==> src/rtl/if_pc_ctrl.sv <==
// Fetch-stage PC register with vectored, prioritised, nestable interrupts.
// Return PCs and the interrupted handler's priority are kept on an internal LIFO.
module if_pc_ctrl #(
  parameter int              XLEN        = 32,
  parameter logic [XLEN-1:0] RESET_PC    = '0,
  parameter int              NUM_IRQ     = 4,
  parameter logic [XLEN-1:0] VEC_BASE    = XLEN'(32'h0000_1000),
  parameter int              VEC_SHIFT   = 4,
  parameter int              STACK_DEPTH = 4,
  localparam int             DEPTH_W     = $clog2(STACK_DEPTH + 1)
) (
  input  logic               clk,
  input  logic               reset,
  input  logic [XLEN-1:0]    npc,
  input  logic               pc_write,
  input  logic               int_en,
  input  logic [NUM_IRQ-1:0] irq,
  input  logic               irq_ret,
  output logic [XLEN-1:0]    pc,
  output logic [NUM_IRQ-1:0] irq_ack,
  output logic [DEPTH_W-1:0] int_depth,
  output logic               int_active,
  output logic               ret_err
);

  localparam int PRIO_W = $clog2(NUM_IRQ + 1);
  localparam int IDX_W  = (STACK_DEPTH > 1) ? $clog2(STACK_DEPTH) : 1;

  logic [XLEN-1:0]    stack_pc   [STACK_DEPTH];
  logic [PRIO_W-1:0]  stack_prio [STACK_DEPTH];
  logic [PRIO_W-1:0]  cur_prio;
  logic [DEPTH_W-1:0] depth;

  logic               win_valid;
  logic [PRIO_W-1:0]  win_idx;
  logic [XLEN-1:0]    vec_pc;
  logic               do_ret;
  logic               do_entry;
  logic [IDX_W-1:0]   push_idx;
  logic [IDX_W-1:0]   pop_idx;

  // Lowest requesting index wins; scanning downward leaves the lowest one last.
  always_comb begin
    win_valid = 1'b0;
    win_idx   = '0;
    for (int i = NUM_IRQ - 1; i >= 0; i--) begin
      if (irq[i]) begin
        win_valid = 1'b1;
        win_idx   = PRIO_W'(i);
      end
    end
  end

  assign vec_pc   = VEC_BASE + (XLEN'(win_idx) << VEC_SHIFT);
  assign do_ret   = irq_ret && (depth != '0);
  assign do_entry = !do_ret && int_en && win_valid && (win_idx < cur_prio) &&
                    (depth < DEPTH_W'(STACK_DEPTH));
  assign push_idx = IDX_W'(depth);
  assign pop_idx  = IDX_W'(depth - DEPTH_W'(1));

  // Each entry saves the interrupted PC and the priority that was running then.
  always_ff @(posedge clk) begin
    if (reset && do_entry) begin
      stack_pc[push_idx]   <= pc;
      stack_prio[push_idx] <= cur_prio;
    end
  end

  always_ff @(posedge clk) begin
    if (!reset) begin
      pc         <= RESET_PC;
      depth      <= '0;
      cur_prio   <= PRIO_W'(NUM_IRQ);
      irq_ack    <= '0;
      ret_err    <= 1'b0;
      int_active <= 1'b0;
    end else begin
      irq_ack <= '0;
      ret_err <= irq_ret && (depth == '0);
      if (do_ret) begin
        pc         <= stack_pc[pop_idx];
        cur_prio   <= stack_prio[pop_idx];
        depth      <= depth - DEPTH_W'(1);
        int_active <= (depth != DEPTH_W'(1));
      end else if (do_entry) begin
        pc         <= vec_pc;
        cur_prio   <= win_idx;
        depth      <= depth + DEPTH_W'(1);
        int_active <= 1'b1;
        irq_ack    <= NUM_IRQ'(1) << win_idx;
      end else if (pc_write) begin
        pc <= npc;
      end
    end
  end

  assign int_depth = depth;

endmodule

==> config.mk <==
export PLATFORM = sky130hd
export DESIGN_NAME = if_pc_ctrl
export DESIGN_NICKNAME = d
export VERILOG_FILES = /design/src/rtl/if_pc_ctrl.sv
export SDC_FILE = /design/constraint.sdc
export NUM_CORES = 1
export LEC_CHECK = 0
export CORE_ASPECT_RATIO = 0.8
export CORE_UTILIZATION = 40
export DETAILED_ROUTE_END_ITERATION = 6
export GPL_ROUTABILITY_DRIVEN = 0
export SLEW_MARGIN = 20
export SYNTH_ARGS = -nofsm -noshare
export SYNTH_HDL_FRONTEND = slang
export SYNTH_SLANG_ARGS = --single-unit
export TNS_END_PERCENT = 10
==> constraint.sdc <==
create_clock -name clk -period 3.4 [get_ports clk]
set_input_delay 0.68 -clock clk [delete_from_list [all_inputs] [get_ports clk]]
set_output_delay 0.68 -clock clk [all_outputs]
set_load 0.02 [all_outputs]
==> results.toml, run 1 <==
[status]
status = "complete, no violations"

[critical_path]
crit_chain = "clkdlybuf4s50_1 > nor3_1 > ha_1 > nand2b_1 > a21oi_4 > nor3_4 > buf_4 > mux2_4 > o21a_1"
cp.arrival_ns = 2.98
cpLargestDelayFamily = "buffers and inverters"
cp.buffers_inverters = 2
cp-start-kind = "input port"
required_ns = 3.72
cpPeakStageDelay_ns = 0.49
critical_path_class = "input port to register"
crit_slowest_cell = "clkdlybuf4s50_1"
cp_max_fo = 10
crit_path_end_kind = "register"

[power_and_ir_drop]
p_leak_nw = 3.234
total_power_mw = 7.581
ir_worst_vdd_v = 0.0004589
powerDensity_nw_per_um2 = 833.2

[placement]
place_area_um2 = 8493
place_ws_ns = 0.3090
port_buffers = 81
dpl.hpwl_um = 9930
dp_cells = 738

[clock_network]
hold_buffers = 0
cts_tree = "yes"
cts.path.max_buffers = 2
cts_resized = 0
root_buffer = "clkbuf_16"
path_clk_slew_ns = 0.06
clock-sinks = 184
cts_buffers = 17
cts_htree_levels = 4
clk_latency_ns = 0.43
cts_setup_buffers = 0

[synth]
synth_top_area_share_pct = 57.50
syn_nets = 487
ys.flop_type = "edfxtp_1"
syn_avg_cell_area_um2 = 16.62
yosysWarningCount = 0
yosysUniqueCellTypes = 42
ys_seq_area_share_pct = 69.55
yosys_register_bits = 184
yosysTopAreaCell = "edfxtp_1"
syn_inst = 440
synth_area_um2 = 7311
ys_async_sr_fraction_pct = 0
synth_edf_count = 140
yosys-top-cells-area = "edfxtp_1 58%, dfxtp_1 12%, mux4_2 11%, o211a_1 4.0%, nor2b_1 2.6%"

[cells_and_area]
multi_input_area_um2 = 2079
fin_area_um2 = 9099
fillCellCount = 1427
drive_gt1_share_pct = 18.72
final_nets = 579
antennaDiodeCount = 0
fin_cells = 770
final_core_util_pct = 51.72
syn_to_final_growth_pct = 24.46
seq_area_um2 = 5086

[die]
core_area_um2 = 17590
die_h_um = 122.9
pin_count = 82
rows = 43
initial_utilization_pct = 41.55
dieArea_um2 = 18830
die_x_um = 153.2

[timing]
relSlewSlack_pct = 56.81
clock-skew-final_ns = 0.007528
fin_ws_ns = 0.7415
finalSetupViolCount = 0
timing.final.crit_share_pct = 78.19
slew_violations = 0
hold_violations = 0
worst_pin_slew_ns = 0.6478
period_needed_ns = 2.658
whs_ns = 0.5306
finalSetupTns_ns = 0
rsz0062_at_grt = "no"
clock.fmax_ghz = 0.3762

[drt]
drc_errors = 0
avgViaCountPerCell = 5.319
drtIter0Drc = 234
ant_nets = 0
wl_um = 15710
vias = 4096
drt_pass1_iterations = 4
wl_per_cell_um = 20.41

[grt]
grt_pass1_vias = 4241
grt_max_degree = 32
grt_overflow = 0
grt_usage_pct = 18.01
grt_pass1_wl_um = 24880
antenna_found_initial = 0

[run]
drv_cap = 0

[min_path]
hold_class = "register to register"
## state kept, by name, indices dropped and copies added, names as in the netlist
| register | count |
|---|---|
| ret_err | 1 |
| stack_prio | 12 |
| int_active | 1 |
| int_depth | 3 |
| stack_pc | 128 |
| pc | 32 |
| irq_ack | 4 |
| cur_prio | 3 |
## final cells by class
cell class | count | area share [%]
multi-input combinational | 224 | 22.85
timing repair buffer | 101 | 11.33
clock buffer | 21 | 5.061
tap | 225 | 3.094
clock inverter | 11 | 1.595
inverter | 4 | 0.1650
sequential | 184 | 55.90
## final timing paths
kind                                    from         endpoint  slack [ns]  cells past startpoint
worst max-delay path                  irq[0]     int_depth[1]        0.74                      9
worst min-delay path                  pc[17]  stack_pc[3][17]        0.53                      0
worst max register to register  int_depth[1]           pc[26]        1.02                      7
worst min register to register        pc[17]  stack_pc[3][17]        0.53                      0
## where the power goes
| group | internal (mW) | switching [mW] |
|---|---|---|
| sequential | 2.96 | 0.342 |
| combinational | 1.09 | 1.18 |
| clock | 1.20 | 0.812 |
| total | 5.24 | 2.34 |
## synthesized netlist by cell type, types with 2 or more instances
cell type and count:
ha_1 6, clkbuf_1 13, edfxtp_1 140, mux2i_1 2
nor2b_1 30, a31oi_1 2, a21oi_1 4, buf_1 2
nor2_1 7, buf_4 3, nand3_1 3, buf_6 4
buf_2 6, dfxtp_1 44, and2_1 2, inv_1 4
nand2b_1 4, o21ai_0 5, o211ai_1 2, nor3_1 2
mux4_2 35, nand2_1 39, o21ai_1 29, and3_1 5
nor3b_1 2, o211a_1 29
## layer usage
metal / up-vias / routed length (µm) / GRT usage [%]
li1: 1897 / - / -
met1: 2066 / 7560 / 26.41
met2: 125 / 7014 / 26.31
met3: 8 / 1035 / 4.907
met4: 0 / 102 / 5.114
met5: - / 0 / 0
## cells by family (layout without fill, tap and decap cells)
| family | after synthesis | count (layout) | synth area share (%) |
|---|---|---|---|
| AOI/OAI and AO/OA | 79 | 79 | 8.232 |
| xor gates and xnor gates | 1 | 1 | 0.1198 |
| adders and majority gates | 6 | 6 | 1.027 |
| buffers and inverters | 32 | 137 | 2.310 |
| DFF | 184 | 184 | 69.55 |
| muxes | 39 | 39 | 11.42 |
| and+or+nand+nor | 99 | 99 | 7.342 |
## placed cells by master, fill, tap and decap left out, drive strengths merged, types with 3 or more instances in the layout
cell type      Yosys  final
clkinv             0      4
buf               15     21
a21oi              5      5
inv                4      6
nor3               3      3
bufinv             0      3
ha                 6      6
o211a             30     30
edfxtp           140    140
mux4              35     35
clkdlybuf4s50      0     80
nor2               7      7
and3               5      5
nor2b             30     30
nand2             39     39
nand2b             4      4
o21ai             34     34
dfxtp             44     44
clkbuf            13     21
nand3              3      3
Power figures use the tool's default switching activity.
==> run 2: changes to the inputs <==
==> constraint.sdc (replaced) <==
create_clock -name clk -period 2.7 [get_ports clk]
set_input_delay 0.54 -clock clk [delete_from_list [all_inputs] [get_ports clk]]
set_output_delay 0.54 -clock clk [all_outputs]
set_load 0.02 [all_outputs]
==> run 2 against run 1 <==
Effect of this change:
- first-iteration DRC count grew 15%
- sequential cell count unchanged
- register-to-register slack worse by 0.46 ns
- clock power increased by 21%
- setup slack lost 0.47 ns
- wire length is 1.9% lower
- sequential share of layout area decreased by 0.73 points
- cell count grew 1.7%
- clock skew grew 0.012 ns
- critical path type unchanged
- largest power group unchanged
- highest routed layer unchanged
==> results.toml, run 2 (synthesized netlist as in run 1, its figures left out) <==
[min_path]
hold_class = "register to register"

[grt]
grt_max_degree = 32
grt_usage_pct = 17.77
antenna_found_initial = 0
grt_pass1_vias = 4318
grt_pass1_wl_um = 24560
grt_overflow = 0

[clock_network]
path_clk_slew_ns = 0.07
clk_latency_ns = 0.44
hold_buffers = 0
clock-sinks = 184
cts_tree = "yes"
cts.path.max_buffers = 2
cts_resized = 0
root_buffer = "clkbuf_16"
cts_buffers = 17
cts_setup_buffers = 0
cts_htree_levels = 4

[drt]
wl_per_cell_um = 19.68
drc_errors = 0
drt_pass1_iterations = 4
wl_um = 15410
avgViaCountPerCell = 5.261
vias = 4119
ant_nets = 0
drtIter0Drc = 269

[cells_and_area]
syn_to_final_growth_pct = 26.10
layout_commonest_cell = "edfxtp_1"
multi_input_area_um2 = 2079
final_nets = 592
drive_gt1_share_pct = 21.15
reg.largest.list = "stack_pc: 128 flops, pc: 32 flops, stack_prio: 12 flops"
final_core_util_pct = 52.40
antennaDiodeCount = 0
final_cell_mix = "140 x edfxtp_1, 80 x clkdlybuf4s50_1, 43 x dfxtp_1"
regMostFlops = "stack_pc"
largest_reg_flops = 128
fillCellCount = 1410
seq_area_um2 = 5086

[critical_path]
crit_chain = "clkdlybuf4s50_1 > nor2_1 > nor3_1 > ha_1 > nand2b_1 > a21oi_4 > nor3_4 > buf_4 > mux2_4 > o21a_1"
r2r-start = "int_depth[1]"
cp.arrival_ns = 2.75
cp-startpoint = "irq[2]"
ff2ff_setup_slack_ns = 0.56
cp-start-kind = "input port"
reg2reg_to = "pc[5]"
worst-path-stages = 10
rr_worst_depth = 7
cpPeakStageDelay_ns = 0.48
crit_path_end_kind = "register"
cpLargestDelayFamily = "buffers and inverters"
critical_path_class = "input port to register"
crit_slowest_cell = "clkdlybuf4s50_1"
endpoint = "int_depth[1]"
required_ns = 3.02
cp.buffers_inverters = 2
cp_max_fo = 10

[placement]
port_buffers = 81
dpl.hpwl_um = 9727

[die]
die_x_um = 153.2
initial_utilization_pct = 41.55
die_h_um = 122.9
dieArea_um2 = 18830
rows = 43
pin_count = 82
core_area_um2 = 17590

[power_and_ir_drop]
ir_worst_vdd_v = 0.0005072
powerDensity_nw_per_um2 = 1031
p_leak_nw = 3.304

[timing]
worst_pin_slew_ns = 0.4673
rsz0062_at_grt = "no"
relSlewSlack_pct = 68.85
hold_violations = 0
clock-skew-final_ns = 0.01992
finalSetupTns_ns = 0
finalSetupViolCount = 0
slew_violations = 0
timing.final.crit_share_pct = 89.86
whs_ns = 0.5292
clock.fmax_ghz = 0.4122
period_needed_ns = 2.426

[status]
status = "complete, no violations"

[run]
drv_cap = 0
run 2: cell count changes in the layout (fill, tap and decap cells not counted), sizes merged:
cell and change:
buf +13, clkbuf -4, clkinv +4, inv +3, bufinv -2, clkinvlp -1
run 2: layer usage:
layer | part of all wire [%] | global-route usage, %
met1 | 47 | 24.09
met2 | 48 | 28.22
met3 | 4.4 | 4.487
met4 | 0.65 | 5.871
met5 | 0 | 0
run 2: how the worst min path moves through the flow:
| stage | startpoint | endpoint | slack (ns) | cells after the start |
|---|---|---|---|---|
| 2_1_floorplan | cur_prio[0] | stack_prio[0][0] | 0.47 | 0 |
| 3_3_place_gp | pc[3] | stack_pc[3][3] | 0.51 | 0 |
| 3_5_place_dp | pc[0] | stack_pc[1][0] | 0.52 | 0 |
| 4_1_cts | pc[0] | stack_pc[1][0] | 0.53 | 0 |
| 5_1_grt | pc[26] | stack_pc[3][26] | 0.55 | 0 |
| 6_report | pc[0] | stack_pc[0][0] | 0.53 | 0 |
run 2: cell type report:
| cell class | count | share of cell area [%] |
|---|---|---|
| Multi-Input combinational cell | 224 | 22.56 |
| Inverter | 4 | 0.1629 |
| Clock buffer | 17 | 4.615 |
| Clock inverter | 15 | 1.792 |
| Tap cell | 225 | 3.054 |
| Timing Repair Buffer | 114 | 12.65 |
| Sequential cell | 184 | 55.17 |
run 2: power breakdown:
group	switching, mW	leakage (nW)	internal [mW]
combinational	1.50	1.36	1.45
clock	1.12	0.286	1.31
sequential	0.410	1.65	3.72
total	3.03	3.30	6.48
run 2: per-stage QoR:
stage | std cells | cell area (µm²) | total power [mW] | setup WS, ns
4_1_cts | 783 | 9219 | 9.636 | 0.2850
2_1_floorplan | 440 | 7316 | 5.944 | -0.06437
3_5_place_dp | 751 | 8628 | 7.184 | -0.1715
6_report | 783 | 9219 | 9.508 | 0.2738
3_3_place_gp | 751 | 8628 | 7.123 | -0.1583
5_1_grt | 783 | 9219 | 10.01 | 0.1380
==> run 3: changes to the inputs <==
--- a/config.mk
+++ b/config.mk
@@ -5,6 +5,7 @@
 export SDC_FILE = /design/constraint.sdc
 export NUM_CORES = 1
 export LEC_CHECK = 0
+export CAP_MARGIN = 20
 export CORE_ASPECT_RATIO = 0.8
 export CORE_UTILIZATION = 40
 export DETAILED_ROUTE_END_ITERATION = 6
==> results of run 3 <==
No change in the layout: final DEF, timing and power equal those of run 2.
